<file path="src/rtl/pi_pwm_driver.sv">
// PWM output stage for the PI loop: saturates the signed control word into a
// shadowed duty count and drives complementary high/low outputs with dead time.
module pi_pwm_driver #(
    parameter int CTRL_W = 16,
    parameter int CNT_W  = 10,
    parameter int PERIOD = 1000,
    parameter int DEAD   = 2
) (
    input  logic                     clk,
    input  logic                     reset_n,
    input  logic                     enable,
    input  logic                     ctrl_valid,
    input  logic signed [CTRL_W-1:0] control,
    output logic                     pwm_h,
    output logic                     pwm_l,
    output logic                     period_start,
    output logic        [CNT_W-1:0]  duty_active,
    output logic                     sat_hi,
    output logic                     sat_lo
);

    typedef enum logic {
        IDLE = 1'b0,
        RUN  = 1'b1
    } state_e;

    localparam int DT_W = (DEAD > 0) ? $clog2(DEAD + 1) : 1;

    localparam logic        [CNT_W-1:0]  PERIOD_C = CNT_W'(PERIOD);
    localparam logic        [CNT_W-1:0]  LAST_C   = CNT_W'(PERIOD - 1);
    localparam logic signed [CTRL_W-1:0] PERIOD_S = CTRL_W'(PERIOD);
    localparam logic        [DT_W-1:0]   DEAD_C   = DT_W'(DEAD);

    state_e             state_q, state_d;
    logic [CNT_W-1:0]   cnt_q, cnt_d;
    logic [CNT_W-1:0]   pending_q, pending_d;
    logic [CNT_W-1:0]   duty_q, duty_d;
    logic               sat_hi_q, sat_hi_d;
    logic               sat_lo_q, sat_lo_d;
    logic               start_q, start_d;
    logic               raw_q, raw_d;
    logic [DT_W-1:0]    dt_q, dt_d;

    // Saturation: the flags travel with the pending duty and only change on a new sample.
    // NOTE: every signal assigned in always_comb gets a default first, so no path can infer a latch.
    always_comb begin
        pending_d = pending_q;
        sat_hi_d  = sat_hi_q;
        sat_lo_d  = sat_lo_q;
        if (ctrl_valid) begin
            if (control[CTRL_W-1]) begin
                pending_d = '0;
                sat_hi_d  = 1'b0;
                sat_lo_d  = 1'b1;
            end else if (control > PERIOD_S) begin
                pending_d = PERIOD_C;
                sat_hi_d  = 1'b1;
                sat_lo_d  = 1'b0;
            end else begin
                pending_d = control[CNT_W-1:0];
                sat_hi_d  = 1'b0;
                sat_lo_d  = 1'b0;
            end
        end
    end

    // Period sequencer; the shadow duty is only reloaded at a period boundary.
    always_comb begin
        state_d = state_q;
        cnt_d   = cnt_q;
        duty_d  = duty_q;
        start_d = 1'b0;
        unique case (state_q)
            IDLE: begin
                cnt_d = '0;
                if (enable) begin
                    state_d = RUN;
                    duty_d  = pending_q;
                    start_d = 1'b1;
                end
            end
            RUN: begin
                if (!enable) begin
                    state_d = IDLE;
                    cnt_d   = '0;
                end else if (cnt_q == LAST_C) begin
                    cnt_d   = '0;
                    duty_d  = pending_q;
                    start_d = 1'b1;
                end else begin
                    cnt_d = cnt_q + CNT_W'(1);
                end
            end
            default: state_d = IDLE;
        endcase
    end

    // Modulator and dead-time counter; a transition during dead time restarts it.
    always_comb begin
        raw_d = (state_d == RUN) && (cnt_d < duty_d);
        if (state_d == IDLE) begin
            dt_d = '0;
        end else if (raw_d != raw_q) begin
            dt_d = DEAD_C;
        end else if (dt_q != '0) begin
            dt_d = dt_q - DT_W'(1);
        end else begin
            dt_d = dt_q;
        end
    end

    // NOTE: state registers use non-blocking assignments so every flop samples pre-edge values.
    always_ff @(posedge clk or negedge reset_n) begin
        if (!reset_n) begin
            state_q   <= IDLE;
            cnt_q     <= '0;
            pending_q <= '0;
            duty_q    <= '0;
            sat_hi_q  <= 1'b0;
            sat_lo_q  <= 1'b0;
            start_q   <= 1'b0;
            raw_q     <= 1'b0;
            dt_q      <= '0;
        end else begin
            state_q   <= state_d;
            cnt_q     <= cnt_d;
            pending_q <= pending_d;
            duty_q    <= duty_d;
            sat_hi_q  <= sat_hi_d;
            sat_lo_q  <= sat_lo_d;
            start_q   <= start_d;
            raw_q     <= raw_d;
            dt_q      <= dt_d;
        end
    end

    // Both drives are gated by the same dt==0 term, so they can never overlap.
    assign pwm_h        = raw_q  && (dt_q == '0) && (state_q == RUN);
    assign pwm_l        = !raw_q && (dt_q == '0) && (state_q == RUN);
    assign period_start = start_q;
    assign duty_active  = duty_q;
    assign sat_hi       = sat_hi_q;
    assign sat_lo       = sat_lo_q;

endmodule
</file>
<file path="config.mk">
export PLATFORM = sky130hd
export DESIGN_NAME = pi_pwm_driver
export DESIGN_NICKNAME = d
export VERILOG_FILES = /design/src/rtl/pi_pwm_driver.sv
export SDC_FILE = /design/constraint.sdc
export NUM_CORES = 1
export LEC_CHECK = 0
export ABC_AREA = 0
export BUFFER_PORTS_ARGS = -buffer_cell sky130_fd_sc_hd__buf_2
export CAP_MARGIN = 20
export CORE_MARGIN = 3
export CORE_UTILIZATION = 49
export DETAILED_ROUTE_END_ITERATION = 12
export HOLD_SLACK_MARGIN = 0.08
export PLACE_DENSITY = 0.75
export SKIP_LAST_GASP = 1
export SYNTH_ARGS = -nofsm -noshare
export SYNTH_HDL_FRONTEND = slang
export SYNTH_SLANG_ARGS = --single-unit
export TNS_END_PERCENT = 20
</file>
<file path="constraint.sdc">
create_clock -name clk -period 3.1 [get_ports clk]
set_input_delay 0.31 -clock clk [delete_from_list [all_inputs] [get_ports clk]]
set_output_delay 0.31 -clock clk [all_outputs]
set_load 0.005 [all_outputs]
</file>
==> impl_metrics.tcl, run 1 <==
set metrics [dict create \
    status "finished, violations left" \
    violations "negative setup slack" \
    syn_nets 212 \
    die_w_um 67.6 \
    grt_pass1_wl_um 6810 \
    antenna_cells 0 \
    synth.most_common_cell "dfrtp_1" \
    netlist_instances 181 \
    io_pins 35 \
    final_area_um2 2440 \
    ir_worst_vdd_mv 0.284 \
    nets 271 \
    clockPowerShare_pct 31.0 \
    yosys-top-cells-count "37 x dfrtp_1, 25 x inv_1, 17 x nor2_1, 16 x a21oi_1" \
    dr.pass1.iters 4 \
    ys.flop_type "dfrtp_1" \
    max_cap_violations 0 \
    avgSynthCellArea_um2 10.3 \
    grt-ovfl-total 0 \
    max-slew-margin-rel_pct 46.3 \
    end_kind "flip-flop" \
    synth-seq-cells 37 \
    hold_viol_final 0 \
    core-area_um2 3490 \
    synth_area_leaders "dfrtp_1 50%, ha_1 7.4%, inv_1 5.1%, mux2_2 4.8%, a21oi_1 4.3%" \
    maxSlewViolCount 0 \
    vias 1518 \
    setup_ws_ns -0.0567 \
    fillers 271 \
    track_usage_pct 20.7 \
    rsz0062_at_grt "yes" \
    hold_class "in2async" \
    crit_start "cnt_q[1]" \
    yosys.area_share.simple_pct 13.5 \
    cts.sinks 37 \
    area_delta_synth_final_pct 31.5 \
    ys_warn_count 0 \
    min_period_ns 3.16 \
    clock_path_buffers 2 \
    portBuffers 34 \
    wl_per_cell_um 14.6 \
    die-area_um2 4570 \
    pwr-share-seq_pct 49.7 \
    synth_compound_area_share_pct 11.6 \
    place_area_um2 2210 \
    startpoint_type "flip-flop" \
    fin_skew_ns 0.00391 \
    cts_hold_buffers 0 \
    start_util_pct 53.2 \
    rows 21 \
    yosys.area.top_type "dfrtp_1" \
    grt_max_degree 38 \
    internal_power_uw 800 \
    synth_xor_area_share_pct 3.77 \
    vias_per_cell 5.31 \
    synth_mux_area_share_pct 8.08 \
    synth_top_cell_area_share_pct 49.8 \
    worstMarginPinSlew_ns 0.805 \
    drive_gt1_share_pct 38.3 \
    routed_wl_um 4170 \
    postRouteAntennaNets 0 \
    cts_root_buf "clkbuf_8" \
    cts_tree "done" \
    antenna_found_initial 0 \
    yosysSeqAreaShare_pct 49.8 \
    leakagePower_uw 0.00127 \
    die_h_um 67.6 \
    synth_edf_count 0 \
    crit_fanout 6 \
    synth_top_family_by_area "simple AND/OR/NAND/NOR gates" \
    reg2reg_from "cnt_q[1]" \
    finalSetupViolations 2 \
    synth_adder_area_share_pct 7.41 \
    holdWs_ns 0.109 \
    dp_hpwl_um 2900 \
    clk_latency_ns 0.29 \
    grt_pass1_vias 1478 \
    switchingPower_uw 292 \
    cp.required_ns 3.33 \
    htreeDepth 2 \
    path_clk_slew_ns 0.07 \
    critical_path_class "reg2reg" \
    gp_congestion 0.894 \
    max_freq_mhz 317 \
    post-route-period-util_pct 102 \
    synth.cell_area_um2 1860 \
    numCtsBuffers 5 \
    combinationalPowerShare_pct 19.4 \
    drc 0 \
    cp.arrival_ns 3.39 \
    power.density_nw_per_um2 447 \
    drt_iter0_drc 93 \
    ys_types 36 \
    swShare_pct 26.7 \
    synthArstFlopShare_pct 100 \
]
[power groups by stage]
stage                     clock (µW)  combinational, µW  sequential (µW)
after floorplan                    0               98.2              547
after global placement             0                179              548
after detailed placement           0                183              549
after CTS                        338                193              540
after global routing             363                237              546
final                            338                211              542
[registers in the layout, indices dropped and copies added (netlist names)]
| signal | cells |
|---|---|
| cnt_q | 10 |
| dt_q | 2 |
| duty_active | 10 |
| pending_q | 10 |
| period_start | 1 |
| raw_q | 1 |
| sat_hi | 1 |
| sat_lo | 1 |
| state_q | 1 |
[worst paths after layout]
kind | end | slack [ns] | cells past startpoint
max | dt_q[0] | -0.06 | 13
min | pending_q[7] | 0.11 | 1
max reg2reg | dt_q[0] | -0.06 | 13
min reg2reg | duty_active[4] | 0.50 | 2
max in group asynchronous | duty_active[4] | 2.48 | 1
min in group clk | pending_q[0] | 0.26 | 3
[final cells by class]
| type | count | area [µm²] | area share (%) |
|---|---|---|---|
| clock buffers | 7 | 86.3 | 3.53 |
| inverters | 25 | 93.8 | 3.84 |
| well taps | 46 | 57.6 | 2.36 |
| multi-input cells | 116 | 945 | 38.7 |
| repair buffers | 55 | 335 | 13.7 |
| flip-flops and latches | 37 | 926 | 37.9 |
[critical path: stages (launching register included)]
cell and delay [ns]:
dfrtp_1 0.37, ha_2 0.19, nand3b_1 0.13, o31ai_4 0.33, nand2_4 0.16, mux2i_2 0.23, ha_1 0.30, a21oi_2 0.17
o21ai_2 0.10, a2111oi_4 0.35, o21ai_2 0.11, buf_4 0.15, o21ai_0 0.26, and4_1 0.24
[what timing repair did]
| action | in CTS | in global routing |
|---|---|---|
| resized for setup | 7 | 17 |
| setup endpoints to repair | 2 | 2 |
| cloned | 1 | 0 |
| buffers inserted | 3 | 1 |
| pin swaps | 4 | 5 |
[kinds of logic after synthesis]
family	after synthesis
simple gates	49
buf+inv	29
flops	37
compound gates	33
fa+ha+maj	11
xor+xnor	8
mux	14
[per-layer routing]
layer | vias up | track usage, % | share of wire [%]
li1 | 738 | - | -
met1 | 730 | 25.6 | 42
met2 | 41 | 33.0 | 52
met3 | 9 | 5.32 | 4.7
met4 | 0 | 10.6 | 1.7
met5 | - | 0 | 0
[placed cells by master, fill, tap and decap left out, types with 2 or more instances in the layout]
master,count
a21oi_1,12
a21oi_2,4
and3_1,2
and4_1,2
buf_2,34
buf_4,19
buf_6,2
clkbuf_8,6
dfrtp_1,37
ha_1,9
inv_1,25
mux2_2,8
mux2i_1,4
nand2_1,10
nand2_4,2
nand3_1,5
nor2_1,15
nor2_2,2
o21ai_2,2
o22ai_1,4
or3_1,2
xnor2_1,2
xor2_1,6
[metrics by stage]
| step | instances | worst slack [ns] | util (%) | TNS, ns | total power (µW) |
|---|---|---|---|---|---|
| global route | 286 | -0.198 | 69.9 | -0.358 | 1150 |
| floorplan | 181 | 0.00497 | - | 0 | 645 |
| finish | 286 | -0.0567 | 69.9 | -0.0676 | 1090 |
| detailed placement | 274 | -0.192 | 63.2 | -0.365 | 732 |
| global placement | 274 | -0.130 | 63.2 | -0.240 | 726 |
| CTS | 285 | 0.0258 | 67.4 | 0 | 1070 |
(Power assumes the default switching activity.)
==> inputs of run 2 (changes only) <==
--- a/config.mk
+++ b/config.mk
@@ -15,2 +15,3 @@
 export PLACE_DENSITY = 0.75
+export SETUP_SLACK_MARGIN = 0.4
 export SKIP_LAST_GASP = 1
--- a/constraint.sdc
+++ b/constraint.sdc
@@ -3,2 +3,2 @@
 set_output_delay 0.31 -clock clk [all_outputs]
-set_load 0.005 [all_outputs]
+set_load 0.1 [all_outputs]
==> run 2 against run 1 <==
Compared with the run above: largest power group unchanged; worst setup slack got worse by 0.092 ns; critical path depth shrank 1; sequential power is 2% higher; final area is 5.8% higher; the flow still finishes with violations (negative setup slack); routed wire length rose by 15%; sequential cell count stayed put; combinational power is 99% higher.
==> impl_metrics.tcl, run 2 (synthesis gave the netlist of run 1 again) <==
set metrics [dict create \
    critical_path_class "reg2reg" \
    antenna_cells 0 \
    max-slew-margin-rel_pct 45.7 \
    leakagePower_uw 0.00130 \
    fillers 229 \
    numCtsBuffers 5 \
    cts.sinks 37 \
    pre_cts_ws_ns -0.192 \
    vias 1569 \
    post-route-period-util_pct 105 \
    clk_latency_ns 0.29 \
    drive_gt1_share_pct 43.9 \
    core-area_um2 3490 \
    fin_skew_ns 0.00678 \
    startpoint_type "flip-flop" \
    worstMarginPinSlew_ns 0.815 \
    drc 0 \
    die-area_um2 4570 \
    grt-ovfl-total 0 \
    die_h_um 67.6 \
    postRouteAntennaNets 0 \
    dp_hpwl_um 2900 \
    violations "negative setup slack" \
    antenna_found_initial 0 \
    max_freq_mhz 308 \
    start_util_pct 53.2 \
    final_cell_mix "37 x dfrtp_1, 34 x buf_2, 25 x inv_1" \
    maxSlewViolCount 0 \
    grt_pass1_wl_um 6850 \
    power.density_nw_per_um2 508 \
    nets 275 \
    m1WireLength_um 1920 \
    area_delta_synth_final_pct 39.1 \
    cp.required_ns 3.31 \
    status "finished, violations left" \
    io_pins 35 \
    finalSetupViolations 2 \
    drt_iter0_drc 106 \
    r2r_slack_ns -0.15 \
    end_kind "flip-flop" \
    crit_fanout 6 \
    wl_per_cell_um 16.6 \
    wl_met3_um 171 \
    htreeDepth 2 \
    hold_viol_final 0 \
    die_w_um 67.6 \
    path_clk_slew_ns 0.07 \
    setup_ws_ns -0.149 \
    wl_met2_um 2590 \
    dr.pass1.iters 4 \
    gp_congestion 0.894 \
    tns_ns -0.269 \
    routed_wl_um 4800 \
    cts_root_buf "clkbuf_8" \
    topRoutingLayerUsed "met4" \
    ir_worst_vdd_mv 0.367 \
    rows 21 \
    cts_tree "done" \
    hold_class "in2async" \
    vias_per_cell 5.41 \
    grt_pass1_vias 1470 \
    track_usage_pct 20.8 \
    clock_path_buffers 2 \
    cp.arrival_ns 3.46 \
    mostFrequentLayoutCell "dfrtp_1" \
    portBuffers 34 \
    min_period_ns 3.25 \
    rsz0062_at_grt "yes" \
    grt_max_degree 38 \
    max_cap_violations 0 \
]
## run 2: cell types whose count changed in the layout (fill, tap and decap cells not counted), sizes merged
cell	before	now
buf	55	59
## run 2: layout make-up
| class | instances | area, µm² | share of cell area (%) |
|---|---|---|---|
| clock buffers | 7 | 86.3 | 3.34 |
| inverters | 25 | 93.8 | 3.63 |
| multi-input cells | 116 | 1050 | 40.6 |
| flip-flops and latches | 37 | 926 | 35.8 |
| well taps | 46 | 57.6 | 2.23 |
| repair buffers | 59 | 373 | 14.4 |
## run 2: worst max-delay path, cell delays in order (launching register included)
cell       delay (ns)
dfrtp_1          0.37
ha_2             0.20
nand3b_1         0.13
o31ai_4          0.34
nand2_4          0.18
mux2i_2          0.27
ha_1             0.31
a21oi_2          0.18
o21ai_2          0.09
a2111oi_4        0.37
o21ai_2          0.12
or3_4            0.40
a31oi_1          0.20
## run 2: what timing repair did
action | CTS | global route
resized for setup | 14 | 31
pin swaps | 9 | 12
setup buffers | 3 | 5
endpoints found under the setup margin | 3 | 3
hold buffers | 0 | 0
gates cloned | 1 | 0
## run 2: worst paths after layout
kind / startpoint / to / cells past startpoint
worst max-delay path: cnt_q[1] / dt_q[1] / 12
worst min-delay path: reset_n / duty_active[6] / 1
max in group asynchronous: reset_n / pending_q[4] / 1
min in group clk: control[2] / pending_q[2] / 3
worst max register to register: cnt_q[1] / dt_q[1] / 12
worst min register to register: duty_active[4] / duty_active[4] / 2
## run 2: power breakdown
part | switching (µW) | total [µW] | internal, µW | leakage, µW
registers | 33.2 | 552 | 519 | 0.000477
clock network | 165 | 341 | 176 | 0.0000443
logic | 290 | 419 | 129 | 0.000780
total | 488 | 1310 | 824 | 0.00130
## run 2: per-layer routing
metal	GRT usage [%]	up-vias
met5	0	-
met4	9.37	0
met3	5.32	12
met2	32.8	40
met1	26.7	776
li1	-	741
## run 2: metrics by stage
stage | area, µm² | std cells | util (%) | hold slack (ns) | power [µW]
floorplan | 1880 | 181 | - | 0.0144 | 809
global placement | 2210 | 274 | 63.2 | 0.440 | 894
detailed placement | 2210 | 274 | 63.2 | 0.444 | 900
CTS | 2400 | 285 | 68.6 | 0.138 | 1250
global route | 2580 | 290 | 74.0 | 0.182 | 1360
finish | 2580 | 290 | 74.0 | 0.113 | 1310
